<file path="config.mk">
export PLATFORM = sky130hd
export DESIGN_NAME = aes_key_expand_iter
export DESIGN_NICKNAME = d
export VERILOG_FILES = /design/src/rtl/aes_pkg.sv /design/src/rtl/aes_sbox.sv /design/src/rtl/aes_sub_word.sv /design/src/rtl/aes_key_expand_iter.sv
export SDC_FILE = /design/constraint.sdc
export NUM_CORES = 2
export LEC_CHECK = 0
export ABC_AREA = 0
export BUFFER_PORTS_ARGS = -buffer_cell sky130_fd_sc_hd__buf_4
export CAP_MARGIN = 25
export CORE_ASPECT_RATIO = 1.1
export CORE_UTILIZATION = 35
export CTS_BUF_LIST = sky130_fd_sc_hd__clkbuf_4
export DETAILED_ROUTE_END_ITERATION = 12
export SETUP_SLACK_MARGIN = 0.1
export SYNTH_ARGS = -nofsm -noshare
export SYNTH_HDL_FRONTEND = slang
export SYNTH_HIERARCHICAL = 1
export SYNTH_SLANG_ARGS = --single-unit
export TNS_END_PERCENT = 20
</file>
<file path="constraint.sdc">
create_clock -name clk -period 16.6 [get_ports clk]
set_input_delay 0 -clock clk [delete_from_list [all_inputs] [get_ports clk]]
set_output_delay 0 -clock clk [all_outputs]
set_load 0.01 [all_outputs]
</file>
<file path="src/rtl/aes_pkg.sv">
// Shared AES-128 key-schedule types, constants and word helpers.
package aes_pkg;

    localparam int AES_NR = 10;

    typedef logic [0:31]  aes_word_t;
    typedef logic [0:127] aes_block_t;

    typedef enum logic {
        KX_IDLE,
        KX_EMIT
    } kx_state_t;

    // Round constants, indexed by round number
    localparam logic [7:0] RCON [1:10] = '{
        8'h01, 8'h02, 8'h04, 8'h08, 8'h10,
        8'h20, 8'h40, 8'h80, 8'h1b, 8'h36
    };

    // Left rotate by one byte
    function automatic aes_word_t rot_word(input aes_word_t w);
        return {w[8:31], w[0:7]};
    endfunction

    // Rcon in the top byte; rounds outside 1..10 give zero
    function automatic aes_word_t rcon_word(input logic [3:0] r);
        int idx;
        idx = int'(r);
        if (idx >= 1 && idx <= 10)
            return {RCON[idx], 24'h0};
        return '0;
    endfunction

endpackage

</file>
<file path="src/rtl/aes_sbox.sv">
// AES byte S-box: multiplicative inverse in GF(2^8) followed by the affine map.
module aes_sbox (
    input  logic [3:0] x,
    input  logic [3:0] y,
    output logic [7:0] sbout
);

    function automatic logic [7:0] gf_mul(input logic [7:0] a, input logic [7:0] b);
        logic [7:0] p;
        logic [7:0] aa;
        p  = '0;
        aa = a;
        for (int i = 0; i < 8; i++) begin
            if (b[i]) p = p ^ aa;
            aa = {aa[6:0], 1'b0} ^ (aa[7] ? 8'h1b : 8'h00);
        end
        return p;
    endfunction

    logic [7:0] sq;
    logic [7:0] inv;

    // a^254 is the inverse (and maps 0 to 0), then the fixed affine transform
    always_comb begin
        sq  = {x, y};
        inv = 8'h01;
        for (int i = 1; i < 8; i++) begin
            sq  = gf_mul(sq, sq);
            inv = gf_mul(inv, sq);
        end
        sbout = inv ^ {inv[6:0], inv[7]} ^ {inv[5:0], inv[7:6]}
                    ^ {inv[4:0], inv[7:5]} ^ {inv[3:0], inv[7:4]} ^ 8'h63;
    end

endmodule

</file>
<file path="src/rtl/aes_sub_word.sv">
// SubWord: one S-box lane per byte, high nibble on x, low nibble on y.
module aes_sub_word
    import aes_pkg::*;
#(
    parameter int NUM_LANES = 4
) (
    input  aes_word_t din,
    output aes_word_t dout
);

    for (genvar g = 0; g < NUM_LANES; g++) begin : g_lane
        aes_sbox u_sbox (
            .x     (din[8*g +: 4]),
            .y     (din[8*g+4 +: 4]),
            .sbout (dout[8*g +: 8])
        );
    end

endmodule

</file>
<file path="src/rtl/aes_key_expand_iter.sv">
// Iterative AES-128 key schedule: one round key per handshake, forward or reverse.
module aes_key_expand_iter
    import aes_pkg::*;
#(
    parameter int NR = AES_NR
) (
    input  logic         clk,
    input  logic         rst,
    input  logic [0:127] key_in,
    input  logic         decrypt,
    input  logic         key_valid,
    output logic         key_ready,
    output logic [0:127] rk,
    output logic [3:0]   rk_round,
    output logic         rk_valid,
    input  logic         rk_ready,
    output logic         rk_last
);

    if (NR != AES_NR) begin : g_nr_check
        $error("aes_key_expand_iter: only NR=10 is supported");
    end

    kx_state_t  state_q, state_d;
    aes_block_t rk_q, rk_d;
    logic [3:0] round_q, round_d;
    logic       mode_q, mode_d;

    aes_word_t  w0, w1, w2, w3;
    aes_word_t  w1p, w2p, w3p;
    aes_word_t  sw_in, sw_out, t;
    aes_word_t  f0, f1, f2, f3, r0;
    aes_block_t next_key;
    logic [3:0] rcon_idx;

    aes_sub_word u_sub_word (
        .din  (sw_in),
        .dout (sw_out)
    );

    // Next-key datapath straight off the rk register; the single SubWord is
    // shared by muxing its input (w3 forward, w3^w2 reverse).
    always_comb begin
        w0       = rk_q[0:31];
        w1       = rk_q[32:63];
        w2       = rk_q[64:95];
        w3       = rk_q[96:127];
        w3p      = w3 ^ w2;
        w2p      = w2 ^ w1;
        w1p      = w1 ^ w0;
        sw_in    = rot_word(mode_q ? w3p : w3);
        rcon_idx = mode_q ? round_q : round_q + 4'd1;
        t        = sw_out ^ rcon_word(rcon_idx);
        f0       = w0 ^ t;
        f1       = w1 ^ f0;
        f2       = w2 ^ f1;
        f3       = w3 ^ f2;
        r0       = w0 ^ t;
        next_key = mode_q ? {r0, w1p, w2p, w3p} : {f0, f1, f2, f3};
    end

    // Handshake FSM: capture in IDLE, walk the rounds in EMIT
    always_comb begin
        state_d   = state_q;
        rk_d      = rk_q;
        round_d   = round_q;
        mode_d    = mode_q;
        key_ready = 1'b0;
        rk_valid  = 1'b0;
        rk_last   = 1'b0;
        case (state_q)
            KX_IDLE: begin
                key_ready = 1'b1;
                if (key_valid) begin
                    rk_d    = key_in;
                    mode_d  = decrypt;
                    round_d = decrypt ? 4'(NR) : 4'd0;
                    state_d = KX_EMIT;
                end
            end
            KX_EMIT: begin
                rk_valid = 1'b1;
                rk_last  = (round_q == 4'(NR) && !mode_q) || (round_q == 4'd0 && mode_q);
                if (rk_ready) begin
                    if (rk_last) begin
                        state_d = KX_IDLE;
                    end else begin
                        rk_d    = next_key;
                        round_d = mode_q ? round_q - 4'd1 : round_q + 4'd1;
                    end
                end
            end
            default: state_d = KX_IDLE;
        endcase
    end

    // State and key registers; reset abandons any sequence in flight
    always_ff @(posedge clk) begin
        if (rst) begin
            state_q <= KX_IDLE;
            rk_q    <= '0;
            round_q <= '0;
            mode_q  <= 1'b0;
        end else begin
            state_q <= state_d;
            rk_q    <= rk_d;
            round_q <= round_d;
            mode_q  <= mode_d;
        end
    end

    assign rk       = rk_q;
    assign rk_round = round_q;

endmodule

</file>
==> results.yml <==
run_status:
  status: "complete, no violations"
drt:
  drcViolationCount: 0
  drt_iter0_markers: 5423
  ant_nets: 0
  routed_wl_um: 238000
  drt-wirelength-per-cell_um: 19.4
  via_per_inst: 5.57
  vias: 68364
  drt_pass1_iterations: 6
setup_path:
  worstSetupStartpointType: "flip-flop"
  critPathMaxStageDelay_ns: 0.55
  critPathCaptureType: "flip-flop"
  crit_path_max_fanout: 14
  path_common_cell: "buf_4"
  arrival_ns: 16.53
  slowest_stage: "dlygate4sd3_1"
  crit_type: "flip-flop to flip-flop"
  cp_data_required_time_ns: 17.36
yosys:
  synth_compound_gate_area_share_pct: 17.8
  synth-seq-cells: 134
  syn-num-nets: 9235
  ys_seq_area_share_pct: 3.80
  syn_inst: 9068
  synthesis.area_mm2: 0.0707
  post_synth.cell_area_avg_um2: 7.79
  yosys_most_used_dff: "dfxtp_1"
  synthArstFlopShare_pct: 0
  synth_adder_area_share_pct: 0.659
  muxShareOfSynthArea_pct: 4.86
  synth_xor_area_share_pct: 46.9
  ys.warnings.count: 6
  yosys.area_share.simple_pct: 21.3
  synth_cell_types: 120
  synth_edf_count: 0
  synth_top_family_by_area: "XOR/XNOR gates"
clock_network:
  cts_tree: "done"
  root_buffer: "clkbuf_4"
  clk_pin_slew_ns: 0.21
  cts_buffers: 17
  cts.path.max_buffers: 2
  clk_latency_ns: 0.83
  clock-sinks: 134
  htreeDepth: 4
final_layout:
  nets: 9816
  regArea_mm2: 0.00269
  multi_input_area_mm2: 0.0671
  nFillCells: 19970
  drive_gt1_share_pct: 20.0
  syn2layout_area_growth_pct: 17.9
  final_common_cell: "xnor2_1"
  mostFrequentLayoutCells: "xnor2_1, nor2_1, buf_4"
  fin_cells: 12278
timing:
  setup_violations: 0
  finalHoldViolations: 0
  slew_headroom_pct: 20.2
  finalClockSkew_ns: 0.0533
  maxSlewViolCount: 0
  min_period_over_period_pct: 95.0
  worst_pin_slew_ns: 1.19
  grt_setup_unrepaired: "true"
  finalCriticalPeriod_ns: 15.78
  fmax_mhz: 63.4
grt:
  antenna_found_initial: 6
  grt_first_pass_wirelength_um: 372000
  grt-ovfl-total: 0
  grt_usage_pct: 22.3
  grt_pass1_vias: 65544
  grt_max_degree: 107
run:
  cap_viol_max_count: 0
placement:
  gp_congestion: 0.928
  port_buffers: 267
  dp.cells: 11954
  dp_hpwl_um: 177000
die:
  die_area_mm2: 0.204
  core_mm2: 0.200
  dieWidth_um: 430
  initial_core_util_pct: 35.3
  rows: 172
  die_h_um: 473
  ioPinCount: 268
min_path:
  min_path_type: "primary input to flip-flop"
==> critical path: cells and delay by family (launching register included) <==
kind / cells / cell delay [ns]
XOR/XNOR: 16 / 4.82
AND/OR/NAND/NOR: 13 / 2.38
AO/OA/AOI/OAI: 17 / 4.82
buffers and inverters: 8 / 1.90
flip-flops: 1 / 0.39
multiplexers: 3 / 0.60
adder cells (fa/ha/maj): 2 / 0.76
==> what timing repair did <==
item                       in CTS  in global routing
hold buffers                  186                  0
setup buffers                   6                 88
hold endpoints to repair      134                  0
pin swaps                       2                 46
gates cloned                    0                  0
setup endpoints to repair      76                128
gates resized for setup        16                291
==> logic make-up (layout without fill, tap and decap cells) <==
| group | Yosys count | in the layout |
|---|---|---|
| AO/OA/AOI/OAI | 1808 | 1808 |
| XOR/XNOR | 2713 | 2713 |
| adder cells (fa/ha/maj) | 38 | 38 |
| buffers and inverters | 728 | 1322 |
| flip-flops | 134 | 134 |
| multiplexers | 326 | 326 |
| other | 0 | 6 |
| AND/OR/NAND/NOR | 3321 | 3321 |
==> layer usage <==
layer / up-vias / routed length (um) / GRT usage, %
met2: 2295 / 115000 / 38.4
met1: 32912 / 101000 / 28.4
met4: 0 / 10500 / 10.1
met5: - / 0 / 0
li1: 32774 / - / -
met3: 383 / 11300 / 1.50
==> metrics by stage <==
stage	instance area (um2)	utilization, %	hold WS [ns]	setup WS [ns]	TNS (ns)
final	83400	41.6	0.0898	0.825	0
after global routing	83400	41.6	0.0570	-0.0447	-0.0795
after detailed placement	78500	39.2	0.210	-0.695	-13.61
after CTS	80800	40.4	0.000896	0.0424	0
after floorplan	70800	-	0.115	0.0481	0
after global placement	78400	39.2	0.208	-0.576	-8.94
==> cells in the mapped netlist (all sizes together) (82+ instances only) <==
| library cell | n | share of area (%) |
|---|---|---|
| a21oi | 396 | 2.9 |
| mux2i | 271 | 4.0 |
| xnor3 | 404 | 13 |
| nor2b | 88 | 0.79 |
| inv | 82 | 0.44 |
| clkbuf | 365 | 1.9 |
| dfxtp | 134 | 3.8 |
| o21ai | 338 | 2.5 |
| nor2 | 1286 | 6.9 |
| buf | 272 | 2.4 |
| a211oi | 120 | 1.3 |
| o22ai | 117 | 1.1 |
| xor2 | 459 | 6.6 |
| nand2b | 99 | 0.88 |
| xnor2 | 1790 | 25 |
| nand2 | 963 | 5.1 |
| nor3 | 252 | 1.9 |
| a22oi | 128 | 1.4 |
| nand3 | 197 | 1.4 |
==> final timing paths <==
| kind | startpoint | cells past startpoint | slack (ns) | to |
|---|---|---|---|---|
| max | mode_q$_SDFFE_PP0P_ | 59 | 0.82 | rk[19]$_SDFFE_PP0P_ |
| min reg2reg | rk[66]$_SDFFE_PP0P_ | 2 | 0.55 | rk[66]$_SDFFE_PP0P_ |
| min | key_in[17] | 5 | 0.09 | rk[17]$_SDFFE_PP0P_ |
| max reg2reg | mode_q$_SDFFE_PP0P_ | 59 | 0.82 | rk[19]$_SDFFE_PP0P_ |
==> flip-flops by register name (all words and copies together) (netlist names) <==
name and flops:
rk 128, mode_q 1, state_q 1, rk_round 4
==> layout make-up <==
cell class / count / area share [%]
Timing Repair Buffer: 1199 / 11.5
Sequential cell: 134 / 3.23
Clock inverter: 15 / 0.242
Tap cell: 2610 / 3.92
Multi-Input combinational cell: 8206 / 80.5
Antenna cell: 6 / 0.0180
Clock buffer: 17 / 0.153
Inverter: 91 / 0.419
Power is not shown: default switching activity piles up to over one toggle a cycle in this logic, so the estimate is an artifact.
